$ cat src/rtl/fp_norm_round_pipe.sv
// fp_norm_round_pipe: three-stage normalise / round / pack pipeline that turns
// the adder tree's raw magnitude, exponent and sign into a packed IEEE-754
// value, with four rounding modes, overflow saturation and optional
// flush-to-zero. Valid/ready on both sides with full back-pressure.
module fp_norm_round_pipe #(
  parameter int EXP_W   = 8,
  parameter int MAN_W   = 23,
  parameter int GUARD_W = 3,
  parameter int IN_W    = 32
) (
  input  logic                     clk,
  input  logic                     rst_n,
  input  logic                     in_valid,
  output logic                     in_ready,
  input  logic [IN_W-1:0]          mant_raw,
  input  logic [EXP_W-1:0]         exp_in,
  input  logic                     sign_in,
  input  logic [1:0]               rnd_mode,
  input  logic                     ftz_en,
  output logic                     out_valid,
  input  logic                     out_ready,
  output logic [EXP_W+MAN_W:0]     fp_out,
  output logic                     overflow,
  output logic                     underflow,
  output logic                     inexact,
  output logic                     zero_out
);

  localparam int NW   = MAN_W + GUARD_W + 1;      // normalised width, hidden bit on top
  localparam int PW   = $clog2(IN_W);             // leading-one position width
  localparam int SE_W = EXP_W + PW + 2;           // signed working exponent width
  localparam int FW   = 1 + EXP_W + MAN_W;
  localparam int EMAX = (1 << EXP_W) - 1;

  localparam logic [1:0] RNE = 2'd0;
  localparam logic [1:0] RTZ = 2'd1;
  localparam logic [1:0] RUP = 2'd2;
  localparam logic [1:0] RDN = 2'd3;

  // Position of the most significant set bit (0 when v is zero).
  function automatic logic [PW-1:0] lead_one_pos(input logic [IN_W-1:0] v);
    logic [PW-1:0] pos;
    pos = '0;
    for (int i = 0; i < IN_W; i++)
      if (v[i]) pos = PW'(i);
    return pos;
  endfunction

  // Round-up decision for the four directed / nearest modes.
  function automatic logic round_up(input logic [1:0] mode, input logic sign,
                                    input logic g, input logic s, input logic lsb);
    logic up;
    case (mode)
      RNE:     up = g & (s | lsb);
      RTZ:     up = 1'b0;
      RUP:     up = ~sign & (g | s);
      default: up = sign & (g | s);
    endcase
    return up;
  endfunction

  // Overflow result: infinity when the mode rounds away from zero on this
  // side, otherwise the largest finite magnitude.
  function automatic logic [FW-1:0] sat_pack(input logic sign, input logic [1:0] mode);
    logic to_inf;
    to_inf = (mode == RNE) || ((mode == RUP) && !sign) || ((mode == RDN) && sign);
    if (to_inf)
      return {sign, {EXP_W{1'b1}}, {MAN_W{1'b0}}};
    else
      return {sign, {{(EXP_W-1){1'b1}}, 1'b0}, {MAN_W{1'b1}}};
  endfunction

  logic vld_p1, vld_p2, vld_p3;
  logic ld_p1, ld_p2, ld_p3;

  assign ld_p3     = !vld_p3 || out_ready;
  assign ld_p2     = !vld_p2 || ld_p3;
  assign ld_p1     = !vld_p1 || ld_p2;
  assign in_ready  = ld_p1;
  assign out_valid = vld_p3;

  // ---- stage 1: capture inputs, leading-one detect, result exponent ----
  logic [EXP_W-1:0]        ebase_c;
  logic [PW-1:0]           lzc_c;
  logic signed [SE_W-1:0]  e_c;

  assign ebase_c = (exp_in == '0) ? EXP_W'(1) : exp_in;
  assign lzc_c   = lead_one_pos(mant_raw);
  assign e_c     = $signed(SE_W'(ebase_c) + SE_W'(lzc_c) - SE_W'(MAN_W + GUARD_W));

  logic [IN_W-1:0]         mant_p1;
  logic [PW-1:0]           pos_p1;
  logic signed [SE_W-1:0]  e_p1;
  logic                    sign_p1, zero_p1, ftz_p1;
  logic [1:0]              rnd_p1;

  // Stage valid bits advance whenever the stage they feed is loading.
  always_ff @(posedge clk or negedge rst_n) begin
    if (!rst_n) begin
      vld_p1 <= 1'b0;
      vld_p2 <= 1'b0;
    end else begin
      if (ld_p1) vld_p1 <= in_valid;
      if (ld_p2) vld_p2 <= vld_p1;
    end
  end

  // Stage 1 data register; holds while stalled.
  always_ff @(posedge clk) begin
    if (ld_p1 && in_valid) begin
      mant_p1 <= mant_raw;
      pos_p1  <= lzc_c;
      e_p1    <= e_c;
      sign_p1 <= sign_in;
      zero_p1 <= (mant_raw == '0);
      rnd_p1  <= rnd_mode;
      ftz_p1  <= ftz_en;
    end
  end

  // ---- stage 2: align (normalise or denormalise) and round ----
  logic signed [SE_W-1:0]  rs_c;
  logic [SE_W-1:0]         sh_c;
  logic [NW-1:0]           norm_c;
  logic                    sticky_c;

  // Net right-shift amount; negative means shift left. Tiny results get the
  // extra 1-e right shift so the exponent field lands at zero.
  always_comb begin
    rs_c = $signed(SE_W'(pos_p1)) - $signed(SE_W'(MAN_W + GUARD_W));
    if (e_p1 < $signed(SE_W'(1)))
      rs_c = rs_c + ($signed(SE_W'(1)) - e_p1);
    sh_c     = rs_c[SE_W-1] ? -rs_c : rs_c;
    norm_c   = '0;
    sticky_c = 1'b0;
    if (rs_c[SE_W-1]) begin
      norm_c = NW'(mant_p1 << sh_c);
    end else if (sh_c >= SE_W'(IN_W)) begin
      sticky_c = |mant_p1;
    end else begin
      norm_c   = NW'(mant_p1 >> sh_c);
      sticky_c = |(mant_p1 & ((IN_W'(1) << sh_c) - IN_W'(1)));
    end
  end

  logic                    g_c, s_c, up_c;
  logic [MAN_W:0]          sig_c;
  logic [MAN_W+1:0]        sum_c;
  logic signed [SE_W-1:0]  ebase2_c, efin_c;
  logic [MAN_W-1:0]        frac_c;

  // Round at the LSB and fold any carry back into the exponent.
  always_comb begin
    g_c      = norm_c[GUARD_W-1];
    s_c      = (|norm_c[GUARD_W-2:0]) | sticky_c;
    sig_c    = norm_c[NW-1:GUARD_W];
    up_c     = round_up(rnd_p1, sign_p1, g_c, s_c, sig_c[0]);
    sum_c    = {1'b0, sig_c} + (MAN_W+2)'(up_c);
    ebase2_c = (e_p1 >= $signed(SE_W'(1))) ? e_p1 : '0;
    efin_c   = ebase2_c;
    frac_c   = sum_c[MAN_W-1:0];
    if (sum_c[MAN_W+1]) begin
      efin_c = ebase2_c + $signed(SE_W'(1));
      frac_c = sum_c[MAN_W:1];
    end else if ((ebase2_c == '0) && sum_c[MAN_W]) begin
      efin_c = $signed(SE_W'(1));
    end
  end

  logic signed [SE_W-1:0]  exp_p2;
  logic [MAN_W-1:0]        frac_p2;
  logic                    sign_p2, zero_p2, inx_p2, ftz_p2;
  logic [1:0]              rnd_p2;

  // Stage 2 data register; holds while stalled.
  always_ff @(posedge clk) begin
    if (ld_p2 && vld_p1) begin
      exp_p2  <= efin_c;
      frac_p2 <= frac_c;
      sign_p2 <= sign_p1;
      zero_p2 <= zero_p1;
      inx_p2  <= g_c | s_c;
      rnd_p2  <= rnd_p1;
      ftz_p2  <= ftz_p1;
    end
  end

  // ---- stage 3: pack, saturate, flush, flags ----
  logic [FW-1:0] fp_c;
  logic          ovf_c, unf_c, inx_c, zro_c;

  // Select the packed result and the exception flags for this beat.
  always_comb begin
    fp_c  = {sign_p2, exp_p2[EXP_W-1:0], frac_p2};
    ovf_c = 1'b0;
    unf_c = 1'b0;
    inx_c = inx_p2;
    zro_c = 1'b0;
    if (zero_p2) begin
      fp_c  = {sign_p2, {(FW-1){1'b0}}};
      zro_c = 1'b1;
      inx_c = 1'b0;
    end else if (exp_p2 >= $signed(SE_W'(EMAX))) begin
      fp_c  = sat_pack(sign_p2, rnd_p2);
      ovf_c = 1'b1;
      inx_c = 1'b1;
    end else if (exp_p2 == '0) begin
      if (ftz_p2) begin
        fp_c  = {sign_p2, {(FW-1){1'b0}}};
        unf_c = 1'b1;
        zro_c = 1'b1;
      end else begin
        unf_c = inx_p2;
        zro_c = (frac_p2 == '0);
      end
    end
  end

  // Output register: cleared on reset, held with its flags during a stall.
  always_ff @(posedge clk or negedge rst_n) begin
    if (!rst_n) begin
      vld_p3    <= 1'b0;
      fp_out    <= '0;
      overflow  <= 1'b0;
      underflow <= 1'b0;
      inexact   <= 1'b0;
      zero_out  <= 1'b0;
    end else if (ld_p3) begin
      vld_p3 <= vld_p2;
      if (vld_p2) begin
        fp_out    <= fp_c;
        overflow  <= ovf_c;
        underflow <= unf_c;
        inexact   <= inx_c;
        zero_out  <= zro_c;
      end
    end
  end

endmodule
$ cat config.mk
export PLATFORM = sky130hd
export DESIGN_NAME = fp_norm_round_pipe
export DESIGN_NICKNAME = d
export VERILOG_FILES = /design/src/rtl/fp_norm_round_pipe.sv
export SDC_FILE = /design/constraint.sdc
export NUM_CORES = 1
export LEC_CHECK = 0
export CAP_MARGIN = 20
export CORE_AREA = 3 3 200 202
export DETAILED_ROUTE_END_ITERATION = 8
export DIE_AREA = 0 0 203 205
export GPL_TIMING_DRIVEN = 1
export SYNTH_ARGS = -nofsm -noshare
export SYNTH_HDL_FRONTEND = slang
export SYNTH_SLANG_ARGS = --single-unit
$ cat constraint.sdc
create_clock -name clk -period 9.3 [get_ports clk]
set_clock_uncertainty 0.2 [all_clocks]
set_input_delay 1.86 -clock clk [delete_from_list [all_inputs] [get_ports clk]]
set_output_delay 1.86 -clock clk [all_outputs]
set_load 0.02 [all_outputs]
==> Word-level counts from Yosys, hierarchy flattened <==
Index checks and enable logic that the tools add are counted.
{ "totals": {"elab_cells": 135, "out_inout_bits": 38, "ff_bits": 140} }
{ "classes": {"muxes": 60, "magnitude_cmp": 4, "n_eq_ne": 4, "addsub": 9, "shifts": 3, "n_reduce_logical": 25, "n_bitwise": 8} }
{ "ops": {"columns": ["op", "count"], "rows": [
  ["$mux W5", 28],
  ["$mux W31", 4],
  ["$mux W15", 5],
  ["$reduce_or A32 Y1", 2],
  ["$mux W27", 2],
  ["$and A32 B32 Y32", 1],
  ["$logic_not A32 Y1", 1],
  ["$shl A1 B15 Y32 const A", 1],
  ["$shl A32 B15 Y27", 1],
  ["$shr A32 B15 Y27", 1],
  ["$sub A32 B1 Y32 const B", 1],
  ["$logic_not A15 Y1", 2],
  ["$add A24 B1 Y25", 1],
  ["$mux W24", 1],
  ["$logic_not A23 Y1", 1],
  ["$mux W23", 1],
  ["$add A15 B2 Y15 const B", 1],
  ["$add A6 B15 Y15", 1],
  ["$ge A15 B2 Y1 const B", 1],
  ["$ge A15 B6 Y1 const B", 1],
  ["$ge A15 B9 Y1 const B", 1],
  ["$lt A15 B2 Y1 const B", 1],
  ["$mux W1", 15],
  ["$neg A15 Y15", 1],
  ["other kinds (19)", 38]
]} }

==> Longest topological paths before layout <==
Gate-level depths: netlist of the first run.
{ "depth": {"depth_word": 33, "ltp_mapped": 41, "depth_no_buf": 35} }

==> Least setup slack after synthesis of the first run <==
OpenSTA, ideal clock, no wires.
{ "synth_timing": {"kind": "reg-to-reg", "start": "register pos_p1[1]", "end": "register frac_p2[16] (data pin)", "t_arrival_ns": 7.419, "synth_period_minus_slack_ns": 7.893, "setup_slack_ns": 1.407, "path_stages_with_launch": 36, "required_time_ns": 8.826, "cell_sequence": "edfxtp_1 -> inv_1 -> ha_1 -> xnor2_1 -> ha_1 -> ha_1 -> a211oi_1 -> or3b_2 -> a32oi_4 -> and3_1 -> buf_4 -> a21oi_1 -> a311o_1 -> a32o_2 -> nand4_4 -> clkbuf_1 -> nor2_1 -> nand3_1 -> ha_1 -> clkbuf_1 -> o21a_1 -> mux2i_1 -> a32oi_1 -> or3b_1 -> o41ai_1 -> o21ai_1 -> and3_1 -> ha_1 -> and2_1 -> nand4_2 -> nor4_4 -> nand4_1 -> xor2_1 -> nand2b_1 -> clkbuf_1 -> o21ai_0"} }
{ "synth_between": {"elab_chain_len": 17, "word_cells_on_any_way": 26} }
{ "synth_lines": {"columns": ["item", "line_no", "text"], "rows": [
  ["from (decl)", "92", "logic [PW-1:0] pos_p1;"],
  ["from (signal assigned)", "112", "pos_p1 <= lzc_c;"],
  ["$sub A5 B5 Y6 *", "130", "rs_c = $signed(SE_W'(pos_p1)) - $signed(SE_W'(MAN_W + GUARD_W));"],
  ["$add A6 B15 Y15", "132", "rs_c = rs_c + ($signed(SE_W'(1)) - e_p1);"],
  ["$mux W15 *", "131", "if (e_p1 < $signed(SE_W'(1)))"],
  ["$neg A15 Y15", "133", "sh_c = rs_c[SE_W-1] ? -rs_c : rs_c;"],
  ["$mux W15", "133", null],
  ["$shl A1 B15 Y32", "142", "sticky_c = |(mant_p1 & ((IN_W'(1) << sh_c) - IN_W'(1)));"],
  ["$sub A32 B1 Y32", "142", null],
  ["$and A32 B32 Y32", "142", null],
  ["[2 not listed]", null, null],
  ["$mux W1", "136", "if (rs_c[SE_W-1]) begin"],
  ["$or A1 B1 Y1", "155", "s_c = (|norm_c[GUARD_W-2:0]) | sticky_c;"],
  ["$or A1 B1 Y1, on equally long branches", "56, 57, 54", null],
  ["$and A1 B1 Y1, on equally long branches", "57, 54, 56", null],
  ["$pmux W1 S3", "53", "case (mode)"],
  ["$add A24 B1 Y25 *", "158", "sum_c = {1'b0, sig_c} + (MAN_W+2)'(up_c);"],
  ["$mux W23 *", "162", "if (sum_c[MAN_W+1]) begin"],
  ["via frac_c[16]", "150", "logic [MAN_W-1:0] frac_c;"],
  ["to (signal assigned)", "179", "frac_p2 <= frac_c;"],
  ["to (decl)", "171", "logic [MAN_W-1:0] frac_p2;"]
]} }
Mark *: on every way through the listed nets, which the timed path passes. The rest lies on a longest branch.
A chain may end at the register's enable or synchronous reset.

==> Final worst setup path of the first run <==
{ "layout_timing": {"start": "register pos_p1[1]", "end": "register frac_p2[2] (data pin)"} }
Same word-level chain as after synthesis.

==> metrics.md, run 1 <==
| Metric | Value |
|---|---|
| HP Class | register to register |
| CTS Root Cell | clkbuf_16 |
| Pwr dens | between 150 and 200 nW/um^2 |
| MaxCap Viol Count | 0 |
| Synth-to-Final Area Change | 13.7% |
| Largest vdd supply drop | 145 uV |
| Hold Crit Depth | 0 |
| Largest fanout on the critical path | 13 |
| LEAKAGE | between 0.005 and 0.006 uW |
| Post-Synthesis Cells | about 1600 |
| Vias in the first global route | between 10000 and 15000 |
| Launch point of the worst reg-to-reg path | pos_p1[1] |
| Rel. slew slack | 0.212 |
| Die Wd | about 200 um |
| Setup violations, final | 0 |
| Antenna violations before repair | 3 |
| Later-pin clock latency in the skew report | 0.44 ns |
| Fin. Hold Viols | 0 |
| Commonest non-fill, non-tap cell in the layout | nand2_1 |
| Gr usage total | 0.231 |
| FF-to-FF path depth | 31 |
| Tmin final | between 8 and 9 ns |
| Commonest non-fill, non-tap cells in the layout | nand2_1 (169), nor2_1 (112), o21ai_0 (101) |
| Most used cell, CP | ha_1 |
| Slew at the pin closest to its max-slew limit | around 1.2 ns |
| Hold_ws | around 0.23 ns |
| FMAX | 115 MHz |
| Max stage delay on crit path | 0.55 ns |
| IO buf count | 85 |
| Crit start category | register |
| Unrepaired setup endpoints after global routing | false |
| Detail Route Antenna Nets | 0 |
| Post-synth EDFFs | 96 |
| Postcts setup bufs | 0 |
| Seq cells post-synth | 135 |
| Largest net degree at the start of global routing | 54 |
| Status | finished, final reports clean |
| CP Class | register to register |
| DR iter-0 viols | 1641 |
| CTS buffer count | 17 |
| Post-Syn Area | 13300 sq um |
| I/O Pins | between 80 and 90 |
| Fraction of layout cells with a size suffix above 1 | 0.114 |
| Row count | between 70 and 80 |
| Period Utilization, post-route | 0.934 |
| Worst hold path startpoint | ftz_p1 |
| CTS sink count | 135 |
| Routed vias | 13434 |
| Post-route cell area | 15100 sq um |
| Final net count | 1708 |
| Synthesized area per cell | 8.44 sq um |
| First-pass GRT wire length | 75100 um |
| Async set-or-reset flop fraction in the synthesized netlist | 0.289 |
| Core Box Area | 38500 sq um |
| R2r setup slk | 0.61 ns |
| H-tree depth | 4 |
| Finished Core Util | 0.394 |
| Die H | 205 um |
| Synth Warn # | 0 |
| DRC errors left | 0 |
| # fillers | slightly below 4000 |
| Dpl ws | a little over 0.6 ns |
| Seq/Total Area, Yosys | 0.290 |
| Final worst slack | 0.614 ns |
| Grt ovf | 0 |
| Full die area | around 42000 sq um |
| CTS tree | done |
| Max Slew Vio Count | 0 |
| Routed vias/inst | between 6 and 7 |
| DRT Pass-1 Iters | 9 |
| CTS clk-pin slew, worst paths | 0.07 ns |
| Critical Path AT | 8.64 ns |
| FF-to-FF End | frac_p2[2] |
| Drt total wl | 49000 um |
| Crit path capture type | register |
| Fin Setup TNS | 0 ns |
| Main synth FF type | edfxtp_1 |
| Clock Path Buffers | 2 |
| DP HPWL | 37100 um |
| Hold endpoint | ftz_p2 |
| CP Data Required Time | approximately 9.3 ns |
| Initial Utilization | 0.346 |
| Post-Place Cell Area | roughly 15000 sq um |
| Wire per inst | 22.8 um |
| Routability cong. | about 1.0 |
| Synth unique cells | roughly 120 |
| Slowest CP cell | a2111oi_0 |
[worst max-delay path by stage]
stage | from | end | slack [ns] | cells past startpoint
after floorplan | pos_p1[1] | frac_p2[16] | 1.41 | 35
after global placement | pos_p1[1] | frac_p2[16] | 0.77 | 34
after detailed placement | pos_p1[1] | frac_p2[2] | 0.62 | 34
after CTS | pos_p1[1] | frac_p2[2] | 0.61 | 34
after global routing | pos_p1[1] | frac_p2[2] | 0.02 | 34
final | pos_p1[1] | frac_p2[2] | 0.61 | 31
[registers in the layout (all words and copies together) (netlist names), 2 cells and up]
register	flops
pos_p1	5
rnd_p1	2
rnd_p2	2
e_p1	10
exp_p2	15
mant_p1	32
fp_out	32
frac_p2	23
[what timing repair did]
action	CTS	global route
gates resized for setup	0	1
setup endpoints to repair	0	12
hold buffers	0	0
[area by class of cell]
type / instances / area (sq um) / area share
multi-input cells: 1276 / 8650 / 0.571
flip-flops and latches: 135 / 3860 / 0.255
repair buffers: 134 / 1210 / 0.0800
well taps: 518 / 648 / 0.0428
clock buffers: 18 / 439 / 0.0290
inverters: 53 / 201 / 0.0133
clock inverters: 14 / 134 / 0.00884
diodes: 1 / 2.50 / 0.000165
[cells by family (layout without fill, tap and decap cells)]
| kind of cell | count (synthesis) | count (layout) | share of synthesized area |
|---|---|---|---|
| buffers and inverters | 172 | 219 | 0.0634 |
| AOI/OAI and AO/OA | 475 | 475 | 0.253 |
| other | 1 | 6 | 0.000282 |
| adders and majority gates | 43 | 43 | 0.0415 |
| DFF | 135 | 135 | 0.290 |
| xor gates and xnor gates | 44 | 44 | 0.0315 |
| muxes | 88 | 88 | 0.0736 |
| and+or+nand+nor | 621 | 621 | 0.247 |
[per-layer routing]
layer  GRT usage  share of wire  vias up
li1            -              -     6104
met3      0.0440          0.099      182
met4       0.104          0.048        2
met1       0.312           0.42     6320
met5           0        0.00029        -
met2       0.358           0.44      826
[per-stage QoR]
stage / cells / total power [uW]
4_1_cts: 2147 / 2970
3_3_place_gp: 2115 / 2290
6_report: 2149 / 3010
2_1_floorplan: 1583 / 1800
5_1_grt: 2148 / 3150
3_5_place_dp: 2115 / 2290
[synth_stat cells, drive strengths merged, types with 21 or more instances]
| master | n | area share |
|---|---|---|
| nand2 | 172 | 0.049 |
| a211oi | 21 | 0.014 |
| inv | 53 | 0.015 |
| nor4 | 36 | 0.022 |
| a31oi | 21 | 0.011 |
| edfxtp | 96 | 0.22 |
| o31ai | 24 | 0.016 |
| mux2i | 64 | 0.050 |
| ha | 41 | 0.039 |
| nand4 | 25 | 0.014 |
| clkbuf | 58 | 0.016 |
| and2 | 21 | 0.0099 |
| buf | 61 | 0.032 |
| o211ai | 26 | 0.015 |
| a21oi | 97 | 0.037 |
| nand3 | 89 | 0.034 |
| dfrtp | 39 | 0.073 |
| o21ai | 110 | 0.042 |
| nor3 | 63 | 0.026 |
| xnor2 | 27 | 0.018 |
| nor2 | 119 | 0.036 |
[where the power goes]
| group | internal, uW | switching [uW] |
|---|---|---|
| Sequential | 735 | 74.6 |
| Combinational | 524 | 1010 |
| Clock | 381 | 289 |
[worst max-delay path: cells and delay by family, from the launching register on]
family                     cells  cell delay [ns]
xor gates and xnor gates       1             0.26
DFF                            1             0.38
adders and majority gates      6             1.71
AOI/OAI and AO/OA              7             2.00
and+or+nand+nor               15             3.54
buffers and inverters          2             0.29
No activity file was read; power rests on OpenSTA's default activity.
==> inputs of run 2 (changes only) <==
- CORE_AREA: 3 3 200 202 -> 2 2 199 201
- DIE_AREA: 0 0 203 205 -> 0 0 201 203
==> run 2 against run 1 <==
  * Core utilization is 0.055 points lower
  * Worst hold slack got worse by 0.0035 ns
  * Via count down 0.16%
  * Die area decreased by 2.0%
  * First-iteration DRC count grew 3.4%
  * Sequential power hardly changed
  * Final cell count is 0.19% lower
  * Largest cell class unchanged
  * Combinational power is essentially flat
==> metrics.md, run 2 (synthesized netlist as in run 1, its figures left out) <==
| Metric | Value |
|---|---|
| IO buf count | 85 (unchanged) |
| MaxCap Viol Count | 0 (unchanged) |
| Later-pin clock latency in the skew report | 0.44 ns (about the same) |
| Full die area | 40800 sq um (-2.0%) |
| Fin. Hold Viols | 0 (unchanged) |
| Design Power | 2990 uW (-0.92%) |
| CP Class | register to register |
| First-pass GRT wire length | 76900 um (+2.4%) |
| Die Wd | 201 um (-0.99%) |
| Commonest non-fill, non-tap cells in the layout | nand2_1 (169), nor2_1 (111), o21ai_0 (101) |
| Crit start category | register |
| DRT Pass-1 Iters | 6 (-3) |
| I/O Pins | 86 (unchanged) |
| Worst hold path startpoint | ftz_p1 |
| Max Slew Vio Count | 0 (unchanged) |
| CTS Root Cell | clkbuf_16 |
| CTS Hold Bufs | 0 (unchanged) |
| Rel. slew slack | 0.293 (+0.0811) |
| CTS buffer count | 17 (unchanged) |
| Largest vdd supply drop | 131 uV (-9.4%) |
| Routed vias | 13412 (-0.16%) |
| Detail Route Antenna Nets | 0 (unchanged) |
| Final net count | 1705 (-0.18%) |
| Initial Utilization | 0.346 (unchanged) |
| LEAKAGE | 0.00569 uW (-0.25%) |
| Ant diodes | 0 (-1) |
| Status | finished, final reports clean |
| Routability cong. | 1.05 (+0.15%) |
| Core Box Area | 38500 sq um (unchanged) |
| H-tree depth | 4 (unchanged) |
| R2r setup slk | 0.52 ns (-0.09 ns) |
| CTS tree | done |
| Tmin final | 8.78 ns (+0.0903 ns) |
| CP Data Required Time | 9.29 ns (+0.04 ns) |
| FF-to-FF End | exp_p2[5] |
| Pwr dens | 197 nW/um^2 (-0.78%) |
| Period Utilization, post-route | 0.944 (+0.00970) |
| Hold Crit Depth | 0 (unchanged) |
| Fraction of layout cells with a size suffix above 1 | 0.114 (-0.000404) |
| Slowest CP cell | or3b_2 |
| Die H | 203 um (-0.98%) |
| DP HPWL | 38100 um (+2.7%) |
| FF-to-FF path depth | 32 (+3.2%) |
| FMAX | 114 MHz (-1.0%) |
| Unrepaired setup endpoints after global routing | false |
| CTS sink count | 135 (unchanged) |
| Slew at the pin closest to its max-slew limit | 1.05 ns (-0.128 ns) |
| Hold endpoint | ftz_p2 |
| CTS clk-pin slew, worst paths | 0.07 ns (about the same) |
| Gr usage total | 0.242 (+0.0117) |
| Grt ovf | 0 (unchanged) |
| # fillers | 3909 (-0.79%) |
| Clock Path Buffers | 2 (unchanged) |
| Setup violations, final | 0 (unchanged) |
| Max stage delay on crit path | 0.51 ns (-0.04 ns) |
| Largest fanout on the critical path | 13 (unchanged) |
| Synth-to-Final Area Change | 13.6% |
| DR iter-0 viols | 1696 (+3.4%) |
| Largest net degree at the start of global routing | 64 (+19%) |
| Row count | 72 (unchanged) |
| Routed vias/inst | 6.25 (about the same) |
| Drt total wl | 50100 um (+2.3%) |
| Wire per inst | 23.4 um (+2.5%) |
| Antenna violations before repair | 0 (-3) |
| Crit path capture type | register |
| Commonest non-fill, non-tap cell in the layout | nand2_1 |
| Critical Path AT | 8.76 ns (+0.12 ns) |
| Fin Setup TNS | 0 ns (unchanged) |
| Most used cell, CP | ha_1 |
| DRC errors left | 0 (unchanged) |
| Top Registers | fp_out x32, mant_p1 x32, frac_p2 x23 |
| Vias in the first global route | 12835 (+3.0%) |
| HP Class | register to register |
| Launch point of the worst reg-to-reg path | pos_p1[1] |
[run 2: cell types whose count changed in the layout (fill, tap and decap cells not counted), sizes merged]
cell	delta
clkbuf	-1
diode	-1
clkinv	+1
inv	+1
buf	-3
bufinv	-1
[run 2: critical path: cells and delay by family, from the launching register on]
family / cells / cell delay [ns]
simple gates: 13 / 3.14
compound gates: 8 / 2.05
fa+ha+maj: 6 / 1.61
xor+xnor: 2 / 0.62
flops: 1 / 0.39
buf+inv: 2 / 0.32
mux: 1 / 0.18
[run 2: layer usage]
| layer | vias up | track usage | share of wire |
|---|---|---|---|
| li1 | 6109 | - | - |
| met1 | 6335 | 0.307 | 0.41 |
| met2 | 774 | 0.385 | 0.44 |
| met3 | 194 | 0.0596 | 0.097 |
| met4 | 0 | 0.121 | 0.056 |
| met5 | - | 0 | 0 |
[run 2: worst max-delay path by stage]
| stage | startpoint | endpoint | cells past startpoint |
|---|---|---|---|
| after floorplan | pos_p1[1] | frac_p2[16] | 35 |
| after global placement | pos_p1[1] | frac_p2[16] | 34 |
| after detailed placement | pos_p1[1] | frac_p2[2] | 34 |
| after CTS | pos_p1[1] | frac_p2[2] | 34 |
| after global routing | pos_p1[1] | exp_p2[3] | 32 |
| final | pos_p1[1] | exp_p2[5] | 32 |
[run 2: repair_timing]
action                     4_1_cts  5_1_grt
gates resized for setup          0        3
setup endpoints to repair        0       16
buffers inserted                 0        2
[run 2: layout make-up]
| class | count | area (sq um) | area share |
|---|---|---|---|
| Clock buffer | 17 | 425 | 0.0281 |
| Inverter | 53 | 201 | 0.0133 |
| Tap cell | 518 | 648 | 0.0429 |
| Clock inverter | 15 | 136 | 0.00902 |
| Multi-Input combinational cell | 1276 | 8660 | 0.573 |
| Sequential cell | 135 | 3860 | 0.255 |
| Timing Repair Buffer | 131 | 1190 | 0.0788 |
[run 2: power by group]
group          leakage [uW]  internal (uW)  total (uW)  switching, uW
clock network      0.000280            352         646            294
registers           0.00142            735         810           75.1
logic               0.00398            519        1530           1010
[run 2: metrics by stage]
stage               cell area (sq um)   util  hold slack, ns  cells  worst slack [ns]
finish                          15100  0.393           0.229   2145             0.524
global route                    15100  0.393           0.238   2145            0.0859
detailed placement              14500  0.378           0.206   2111             0.369
global placement                14500  0.378           0.203   2111             0.691
floorplan                       13300      -           0.200   1583              1.41
CTS                             15100  0.392           0.224   2143             0.336
